`src/rtl/cache_sdram_bridge_pkg.sv`:
```
// Shared types and constants for the cache-to-SDRAM bridge: FSM encodings,
// burst geometry, halfword ordering and the write-queue entry layout.
package cache_sdram_bridge_pkg;

  localparam int unsigned BURSTLEN = 8;
  localparam int unsigned BEAT_W   = 3;

  // Store halfwords go out high half first, matching the fill order.
  localparam logic HI_FIRST = 1'b1;

  localparam logic [2:0] ST_IDLE     = 3'd0;
  localparam logic [2:0] ST_WR_CMD   = 3'd1;
  localparam logic [2:0] ST_WR_HI    = 3'd2;
  localparam logic [2:0] ST_WR_LO    = 3'd3;
  localparam logic [2:0] ST_RD_CMD   = 3'd4;
  localparam logic [2:0] ST_RD_BURST = 3'd5;

  typedef struct packed {
    logic [29:0] addr;
    logic [31:0] data;
    logic [3:0]  bytesel;
  } wrq_entry_t;

  // Returns {dqm, halfword} for the first (second=0) or second data phase of a store.
  function automatic logic [17:0] wr_half(input wrq_entry_t e, input logic second);
    logic upper;
    upper = second ^ HI_FIRST;
    return upper ? {~e.bytesel[3:2], e.data[31:16]} : {~e.bytesel[1:0], e.data[15:0]};
  endfunction

endpackage

```
`src/rtl/cache_sdram_wrfifo.sv`:
```
// Synchronous write-through store queue; push and pop may coincide, even when full.
module cache_sdram_wrfifo
  import cache_sdram_bridge_pkg::*;
#(
  parameter int unsigned WRQ_LOG2 = 2
) (
  input  logic                clk,
  input  logic                reset,
  input  logic                push,
  input  logic                pop,
  input  wrq_entry_t          din,
  output logic                full,
  output logic                empty,
  output logic [WRQ_LOG2:0]   level,
  output wrq_entry_t          head
);

  localparam int unsigned DEPTH = 1 << WRQ_LOG2;
  localparam int unsigned PW    = WRQ_LOG2;
  localparam int unsigned CW    = WRQ_LOG2 + 1;

  wrq_entry_t      mem [DEPTH];
  logic [PW-1:0]   wr_ptr;
  logic [PW-1:0]   rd_ptr;
  logic [CW-1:0]   count_d;
  logic            do_push;
  logic            do_pop;

  assign do_pop  = pop && !empty;
  assign do_push = push && (!full || do_pop);

  always_comb begin
    count_d = level;
    case ({do_push, do_pop})
      2'b10:   count_d = level + CW'(1);
      2'b01:   count_d = level - CW'(1);
      default: count_d = level;
    endcase
  end

  // Pointers wrap naturally at the power-of-two depth.
  always_ff @(posedge clk or negedge reset) begin
    if (!reset) begin
      wr_ptr <= '0;
      rd_ptr <= '0;
      level  <= '0;
      full   <= 1'b0;
      empty  <= 1'b1;
    end else begin
      if (do_push) wr_ptr <= wr_ptr + PW'(1);
      if (do_pop)  rd_ptr <= rd_ptr + PW'(1);
      level <= count_d;
      full  <= (count_d == CW'(DEPTH));
      empty <= (count_d == '0);
    end
  end

  always_ff @(posedge clk) begin
    if (do_push) mem[wr_ptr] <= din;
  end

  assign head = mem[rd_ptr];

endmodule

```
`src/rtl/cache_sdram_bridge.sv`:
```
// Bridge between the direct-mapped cache and the SDRAM controller: queues
// stores, splits them into halfword writes, and drains them before any line fill.
module cache_sdram_bridge
  import cache_sdram_bridge_pkg::*;
#(
  parameter int unsigned WRQ_LOG2 = 2
) (
  input  logic        clk,
  input  logic        reset,
  input  logic [31:0] cache_addr,
  input  logic        cache_req,
  output logic [15:0] data_to_cache,
  output logic        cache_fill,
  input  logic [31:0] wr_addr,
  input  logic [31:0] wr_data,
  input  logic [3:0]  wr_bytesel,
  input  logic        wr_req,
  output logic        wr_ack,
  output logic        wr_pending,
  output logic [31:0] sd_addr,
  output logic        sd_req,
  output logic        sd_wr,
  input  logic        sd_ack,
  output logic [15:0] sd_wdata,
  output logic [1:0]  sd_dqm,
  input  logic        sd_wnext,
  input  logic [15:0] sd_rdata,
  input  logic        sd_rvalid,
  output logic        burst_error
);

  localparam int unsigned CW = WRQ_LOG2 + 1;

  logic [2:0]        state, state_d;
  logic [BEAT_W-1:0] beat, beat_d;
  logic              q_full, q_empty;
  logic [CW-1:0]     q_level;
  wrq_entry_t        q_head, q_din;
  logic              push, pop;

  logic        sd_req_d, sd_wr_d, cache_fill_d, burst_error_d, wr_pending_d;
  logic [31:0] sd_addr_d;
  logic [15:0] sd_wdata_d, data_to_cache_d;
  logic [1:0]  sd_dqm_d;

  logic unused_addr_bits;
  assign unused_addr_bits = ^{cache_addr[1:0], wr_addr[1:0]};

  // A held wr_req is ignored during its ack cycle so each ack maps to one entry.
  assign pop   = (state == ST_WR_LO) && sd_wnext;
  assign push  = wr_req && !wr_ack && (!q_full || pop);
  assign q_din = '{addr: wr_addr[31:2], data: wr_data, bytesel: wr_bytesel};

  cache_sdram_wrfifo #(.WRQ_LOG2(WRQ_LOG2)) u_wrfifo (
    .clk   (clk),
    .reset (reset),
    .push  (push),
    .pop   (pop),
    .din   (q_din),
    .full  (q_full),
    .empty (q_empty),
    .level (q_level),
    .head  (q_head)
  );

  always_comb begin
    state_d         = state;
    beat_d          = beat;
    sd_req_d        = 1'b0;
    sd_wr_d         = 1'b0;
    sd_addr_d       = sd_addr;
    sd_wdata_d      = sd_wdata;
    sd_dqm_d        = 2'b11;
    data_to_cache_d = data_to_cache;
    cache_fill_d    = 1'b0;
    burst_error_d   = burst_error;
    wr_pending_d    = 1'b0;

    // A store being accepted this cycle also holds off a fill.
    case (state)
      ST_IDLE: begin
        if (!q_empty)               state_d = ST_WR_CMD;
        else if (cache_req && !push) state_d = ST_RD_CMD;
      end
      ST_WR_CMD: if (sd_ack)   state_d = ST_WR_HI;
      ST_WR_HI:  if (sd_wnext) state_d = ST_WR_LO;
      ST_WR_LO:  if (sd_wnext) state_d = ST_IDLE;
      ST_RD_CMD: begin
        if (sd_ack) begin
          state_d = ST_RD_BURST;
          beat_d  = '0;
        end
      end
      ST_RD_BURST: begin
        if (sd_rvalid) begin
          data_to_cache_d = sd_rdata;
          cache_fill_d    = (beat == '0);
          beat_d          = beat + BEAT_W'(1);
          if (beat == BEAT_W'(BURSTLEN - 1)) state_d = ST_IDLE;
        end else if (beat != '0) begin
          burst_error_d = 1'b1;
        end
      end
      default: state_d = ST_IDLE;
    endcase

    // Registered command/data outputs follow the state being entered.
    case (state_d)
      ST_WR_CMD: begin
        sd_req_d  = 1'b1;
        sd_wr_d   = 1'b1;
        sd_addr_d = {q_head.addr, 2'b00};
      end
      ST_WR_HI: begin
        sd_wr_d                = 1'b1;
        {sd_dqm_d, sd_wdata_d} = wr_half(q_head, 1'b0);
      end
      ST_WR_LO: begin
        sd_wr_d                = 1'b1;
        {sd_dqm_d, sd_wdata_d} = wr_half(q_head, 1'b1);
      end
      ST_RD_CMD: begin
        sd_req_d  = 1'b1;
        sd_addr_d = {cache_addr[31:2], 2'b00};
      end
      default: ;
    endcase

    wr_pending_d = (state_d == ST_WR_CMD) || (state_d == ST_WR_HI) || (state_d == ST_WR_LO) ||
                   push || (q_level != CW'(pop));
  end

  always_ff @(posedge clk or negedge reset) begin
    if (!reset) begin
      state         <= ST_IDLE;
      beat          <= '0;
      sd_req        <= 1'b0;
      sd_wr         <= 1'b0;
      sd_addr       <= '0;
      sd_wdata      <= '0;
      sd_dqm        <= 2'b11;
      data_to_cache <= '0;
      cache_fill    <= 1'b0;
      burst_error   <= 1'b0;
      wr_ack        <= 1'b0;
      wr_pending    <= 1'b0;
    end else begin
      state         <= state_d;
      beat          <= beat_d;
      sd_req        <= sd_req_d;
      sd_wr         <= sd_wr_d;
      sd_addr       <= sd_addr_d;
      sd_wdata      <= sd_wdata_d;
      sd_dqm        <= sd_dqm_d;
      data_to_cache <= data_to_cache_d;
      cache_fill    <= cache_fill_d;
      burst_error   <= burst_error_d;
      wr_ack        <= push;
      wr_pending    <= wr_pending_d;
    end
  end

endmodule

```
`config.mk`:
```
export PLATFORM = sky130hd
export DESIGN_NAME = cache_sdram_bridge
export DESIGN_NICKNAME = d
export VERILOG_FILES = /design/src/rtl/cache_sdram_bridge_pkg.sv /design/src/rtl/cache_sdram_wrfifo.sv /design/src/rtl/cache_sdram_bridge.sv
export SDC_FILE = /design/constraint.sdc
export NUM_CORES = 1
export LEC_CHECK = 0
export CAP_MARGIN = 0
export CORE_UTILIZATION = 30
export DETAILED_ROUTE_END_ITERATION = 10
export PLACE_DENSITY_LB_ADDON = 0.12
export SYNTH_ARGS = -nofsm -noshare
export SYNTH_HDL_FRONTEND = slang
export SYNTH_SLANG_ARGS = --single-unit
```
`constraint.sdc`:
```
create_clock -name clk -period 3.4 [get_ports clk]
set_input_delay 0.68 -clock clk [delete_from_list [all_inputs] [get_ports clk]]
set_output_delay 0.68 -clock clk [all_outputs]
set_load 0.1 [all_outputs]
```
==> flow_summary.toml, run 1 <==
[run_status]
status = "complete, no violations"

[setup_path]
reg2regPathDepth = 10
r2r_slack_ns = 0.90
criticalPathCategory = "reg2out"
critical_path.top_delay_family = "buffers and inverters"
slowest_delay_ns = 1.14
startpoint = "sd_addr[22]"
crit_arrival_ns = 2.05
cp-start-kind = "flop"
crit_chain = "clkdlybuf4s50_1"
r2r-start = "state[2]"
crit_required_ns = 2.72
r2r-end = "u_wrfifo.full"
slowest_stage = "clkdlybuf4s50_1"
path_max_fanout = 2
critPathCaptureType = "output pin"
worst-path-buf-inv = 1

[clocking]
postCtsSetupRepairBufs = 0
clk_latency_ns = 0.56
clk_root_buffer_cell = "clkbuf_16"
ctsResizeCount = 0
cts_num_sinks = 349
cts_buffer_depth = 3
path_clk_slew_ns = 0.06
numCtsBuffers = 40
cts_hold_buf = 0
cts_tree = "done"
htreeDepth = 2

[drt]
post_drt_wl_per_cell_microns = 21.0
drcViolationCount = 0
vias = 7357
vias_per_cell = 4.65
drt_wl_total_microns = 33200
first_pass_iters = 4
ant_nets = 0
drtIter0Drc = 303

[timing]
slew_viol_final = 0
tns_ns = 0
rsz0062_at_grt = "no"
fmax_mhz = 366
period_share_pct = 80.4
setup_viol = 0
hold_violations = 0
finalClockSkew_ns = 0.0275
fin_ws_ns = 0.668
slew_headroom_pct = 34.0
period_minus_slack_ns = 2.73
tightest_slew_ns = 0.987

[synthesis]
syn_inst = 734
synth_area_per_cell_sq_um = 18.7
synth-async-reset-ratio_pct = 24.4
ys_types = 54
synth-seq-cells = 349
synth_warnings = 0
synth_edf_count = 264
syn_area_sq_um = 13700
yosysSeqAreaShare_pct = 73.2
ys.flop_type = "edfxtp_1"

[placed_design]
dpl_worst_slack_ns = 0.210
dpl.hpwl_microns = 20600
numPortBuffers = 188
place_area_sq_um = 16400
dp.cells = 1507
place_congestion = 0.687

[floorplanning]
design.core.area_sq_um = 45300
rows = 78
dieArea_sq_um = 46600
fp.dieH_microns = 216
fp.dieW_microns = 216
pin_count = 195
initial_utilization_pct = 30.3

[worst_hold_path]
min_path_type = "in2async"

[cells_and_area]
stdcell_count = 1583
drive_gt1_share_pct = 25.3
multi_input_area_sq_um = 3370
register_area_sq_um = 10100
synthToLayoutAreaGrowth_pct = 29.1
stdcell_area_sq_um = 17700
nNetsFinal = 1081
n_fill_cell = 4249

[job]
maxCapViolations = 0

[grt]
grt-ovfl-total = 0
grt_usage_pct = 14.5
antenna_found_initial = 3
grt_max_degree = 49
grt_pass1_wl_microns = 50600
grt_pass1_vias = 8043

[power_and_ir_drop]
fin_total_pwr_mw = 17.6
leakage_nw = 6.30
powerDensity_nw_per_um2 = 995
ir_drop_uv = 501
[report_power, final]
group | switching [mW] | internal [mW] | total [mW]
Sequential | 0.544 | 5.58 | 6.13
Combinational | 4.95 | 2.35 | 7.30
Clock | 1.67 | 2.54 | 4.21
[stage by stage]
step	util, %	hold WS [ns]
after floorplan	-	0.384
after global placement	36.3	0.459
after detailed placement	36.3	0.468
after CTS	39.1	0.158
after global routing	39.1	0.183
final	39.1	0.152
[routing by layer]
metal	part of all wire [%]	global-route usage (%)
met4	2.1	5.07
met5	0.090	0
met2	48	23.9
met1	45	18.9
met3	5.1	3.34
[final cells by class]
type                            instances  area share [%]
Sequential cell                       349            56.8
Clock buffer                           67            6.74
Tap cell                              600            4.23
Inverter                               13           0.275
Timing Repair Buffer                  222            12.4
Clock inverter                          7           0.536
Antenna cell                            2          0.0282
Multi-Input combinational cell        323            19.0
[sequential cells by signal, summed over array words and instances (netlist names)]
| register | count |
|---|---|
| wr_pending | 1 |
| sd_wr | 1 |
| u_wrfifo.mem | 264 |
| sd_wdata | 16 |
| u_wrfifo.wr_ptr | 2 |
| burst_error | 1 |
| u_wrfifo.rd_ptr | 2 |
| data_to_cache | 16 |
| sd_req | 1 |
| state | 3 |
| u_wrfifo.level | 3 |
| cache_fill | 1 |
| u_wrfifo.full | 1 |
| wr_ack | 1 |
| u_wrfifo.empty | 1 |
| beat | 3 |
| sd_addr | 30 |
| sd_dqm | 2 |
[how the worst max path moves through the flow]
| stage | endpoint | depth (start not counted) |
|---|---|---|
| after global placement | u_wrfifo.full | 11 |
| after CTS | sd_addr[22] | 1 |
| after detailed placement | u_wrfifo.full | 11 |
| after global routing | u_wrfifo.full | 11 |
| final | sd_addr[22] | 1 |
| after floorplan | u_wrfifo.mem[0][0] | 4 |
[layout by cell type, fill, tap and decap left out, types with 2 or more instances in the layout]
| cell type | n |
|---|---|
| nor2b_1 | 4 |
| edfxtp_1 | 264 |
| bufinv_16 | 2 |
| and2_4 | 5 |
| nand3_1 | 21 |
| buf_12 | 13 |
| xor2_1 | 3 |
| conb_1 | 2 |
| ha_1 | 8 |
| dfstp_2 | 3 |
| o21ai_1 | 16 |
| xnor2_1 | 4 |
| dfrtp_4 | 2 |
| a22o_1 | 3 |
| inv_2 | 3 |
| inv_1 | 10 |
| or2_2 | 2 |
| clkdlybuf4s50_1 | 146 |
| diode_2 | 2 |
| clkbuf_8 | 5 |
| clkbuf_1 | 20 |
| nand2_1 | 64 |
| mux4_2 | 66 |
| o21ai_0 | 3 |
| o211ai_2 | 30 |
| a32oi_1 | 2 |
| or2_1 | 2 |
| dfrtp_1 | 80 |
| a22oi_1 | 16 |
| clkbuf_16 | 42 |
| nor2_1 | 3 |
| mux2_1 | 17 |
| buf_4 | 63 |
| clkinv_2 | 3 |
| nand4_1 | 30 |
[synthesized netlist by cell type (4+ instances only)]
| cell | instances | area share, % |
|---|---|---|
| a22oi_1 | 16 | 0.87 |
| nor2b_1 | 4 | 0.18 |
| nand2_1 | 64 | 1.7 |
| edfxtp_1 | 264 | 58 |
| nand4_1 | 30 | 1.4 |
| and2_1 | 5 | 0.23 |
| mux2_1 | 17 | 1.4 |
| o21ai_1 | 16 | 0.58 |
| dfrtp_1 | 82 | 15 |
| buf_4 | 5 | 0.27 |
| xnor2_1 | 4 | 0.26 |
| buf_2 | 19 | 0.69 |
| nand3_1 | 21 | 0.77 |
| o211ai_2 | 30 | 2.7 |
| inv_1 | 10 | 0.27 |
| clkbuf_1 | 19 | 0.52 |
| mux4_2 | 66 | 11 |
| ha_1 | 8 | 0.73 |
[logic make-up (layout without fill, tap and decap cells)]
group / after synthesis / after routing / synth area share, %
AO/OA/AOI/OAI: 81 / 81 / 5.45
XOR/XNOR: 7 / 7 / 0.446
adder cells (fa/ha/maj): 9 / 9 / 0.875
buffers and inverters: 63 / 309 / 2.58
flip-flops: 349 / 349 / 73.2
multiplexers: 84 / 84 / 12.3
other: 1 / 4 / 0.0273
AND/OR/NAND/NOR: 140 / 140 / 5.09
Note: power is estimated with default switching activity, not from simulation.
==> run 2: changes to the inputs <==
==> constraint.sdc (replaced) <==
create_clock -name clk -period 2.2 [get_ports clk]
set_input_delay 0.44 -clock clk [delete_from_list [all_inputs] [get_ports clk]]
set_output_delay 0.44 -clock clk [all_outputs]
set_load 0.1 [all_outputs]
==> flow_summary.toml, run 2 (same netlist as run 1, synthesis figures left out) <==
[cells_and_area]
drive_gt1_share_pct = 31.5
nNetsFinal = 1116
n_fill_cell = 4137
final_common_cell = "edfxtp_1"
top_register = "u_wrfifo.mem"
stdcell_count = 1618
mostFrequentLayoutCells = "edfxtp_1 (264), clkdlybuf4s50_1 (116), buf_4 (110), dfrtp_1 (79), mux4_2 (66)"
reg.largest.list = "u_wrfifo.mem (264), sd_addr (30)"
synthToLayoutAreaGrowth_pct = 32.7
fin_util_pct = 40.3
stdcell_area_sq_um = 18200
largest_reg_flops = 264

[timing]
slew_viol_final = 0
period_share_pct = 96.8
setup_viol = 0
finalClockSkew_ns = 0.0152
period_minus_slack_ns = 2.13
hold_violations = 0
rsz0062_at_grt = "yes"
tns_ns = 0
hold_slack_ns = 0.382
fmax_mhz = 470
fin_ws_ns = 0.0704

[setup_path]
worst-path-buf-inv = 2
crit_chain = "nand4b_1 > or2_4 > a21oi_4 > inv_2 > ha_4 > inv_2 > fa_2 > mux2i_1 > or2_4 > nor2b_1"
path_max_fanout = 3
r2r-start = "state[2]"
slowest_stage = "fa_2"
cp-start-kind = "flop"
critPathCaptureType = "flop"
criticalPathCategory = "reg2reg"
crit_arrival_ns = 2.56
crit_required_ns = 2.63
startpoint = "state[2]"
slowest_delay_ns = 0.41
critical_path.top_delay_family = "simple AND/OR/NAND/NOR gates"

[grt]
grt-ovfl-total = 0
antenna_found_initial = 1
grt_pass1_vias = 8221
grt_usage_pct = 14.6
grt_pass1_wl_microns = 51200
grt_max_degree = 36

[floorplanning]
rows = 78
pin_count = 195
fp.dieH_microns = 216
initial_utilization_pct = 30.3
fp.dieW_microns = 216
dieArea_sq_um = 46600
design.core.area_sq_um = 45300

[clocking]
cts_tree = "done"
cts_num_sinks = 349
clk_root_buffer_cell = "clkbuf_16"
cts_buffer_depth = 3
htreeDepth = 2
path_clk_slew_ns = 0.06
clk_latency_ns = 0.54
numCtsBuffers = 41

[placed_design]
dpl.hpwl_microns = 22200
place_area_sq_um = 16800
dpl_worst_slack_ns = -0.591
numPortBuffers = 188
place_congestion = 0.720
dp.cells = 1539

[power_and_ir_drop]
fin_total_pwr_mw = 28.4
ir_drop_uv = 645
powerDensity_nw_per_um2 = 1560
leakage_nw = 6.64

[drt]
drtIter0Drc = 403
vias = 7511
post_drt_wl_per_cell_microns = 20.6
drt_wl_total_microns = 33400
vias_per_cell = 4.64
ant_nets = 0
first_pass_iters = 7
drcViolationCount = 2

[job]
maxCapViolations = 0

[worst_hold_path]
min_path_type = "in2async"

[run_status]
violations = "DRC"
status = "complete, but fails checks"
==> run 2: changes by cell type in the layout (fill, tap and decap cells not counted), sizes merged <==
| cell | delta |
|---|---|
| dlygate4sd3 | +1 |
| buf | +62 |
| dlygate4sd2 | +1 |
| clkdlybuf4s50 | -30 |
| inv | +1 |
| clkinv | +12 |
| clkbuf | -16 |
| bufinv | +4 |
==> run 2: repair_timing <==
action | in CTS | in global routing
pin swaps | 0 | 3
hold buffers | 1 | 0
setup buffers | 0 | 1
endpoints found under the hold margin | 22 | 0
gates resized for setup | 1 | 2
endpoints found under the setup margin | 1 | 2
==> run 2: cell type report <==
class                   count  area, sq um  area share (%)
clock buffers              51         1140            6.23
flip-flops and latches    349        10100            55.2
clock inverters            24          259            1.42
diodes                      2         5.00          0.0275
well taps                 600          751            4.12
multi-input cells         323         3390            18.6
inverters                  13         51.3           0.281
repair buffers            256         2570            14.1
==> run 2: power breakdown <==
group	internal (mW)	leakage, nW	switching (mW)
clock	4.35	0.685	2.59
combinational	4.19	2.51	7.99
sequential	8.63	3.45	0.678
==> run 2: per-layer routing <==
| metal | track usage [%] | part of all wire, % |
|---|---|---|
| met5 | 0 | 0 |
| met4 | 4.93 | 1.8 |
| met3 | 3.07 | 5.0 |
| met2 | 23.9 | 48 |
| met1 | 19.4 | 45 |
==> run 2: final timing paths <==
kind | slack, ns | cells after the start | to
min reg2reg | 0.47 | 1 | burst_error
min in group clk | 0.47 | 1 | burst_error
max reg2reg | 0.07 | 10 | u_wrfifo.full
max | 0.07 | 10 | u_wrfifo.full
min | 0.38 | 2 | sd_addr[3]
max in group asynchronous | 1.23 | 3 | sd_dqm[0]
==> run 3: changes to the inputs <==
--- a/config.mk
+++ b/config.mk
@@ -9,6 +9,7 @@
 export CORE_UTILIZATION = 30
 export DETAILED_ROUTE_END_ITERATION = 10
 export PLACE_DENSITY_LB_ADDON = 0.12
+export SLEW_MARGIN = 20
 export SYNTH_ARGS = -nofsm -noshare
 export SYNTH_HDL_FRONTEND = slang
 export SYNTH_SLANG_ARGS = --single-unit
==> results of run 3 <==
No change in the layout: final DEF, timing and power equal those of run 2.
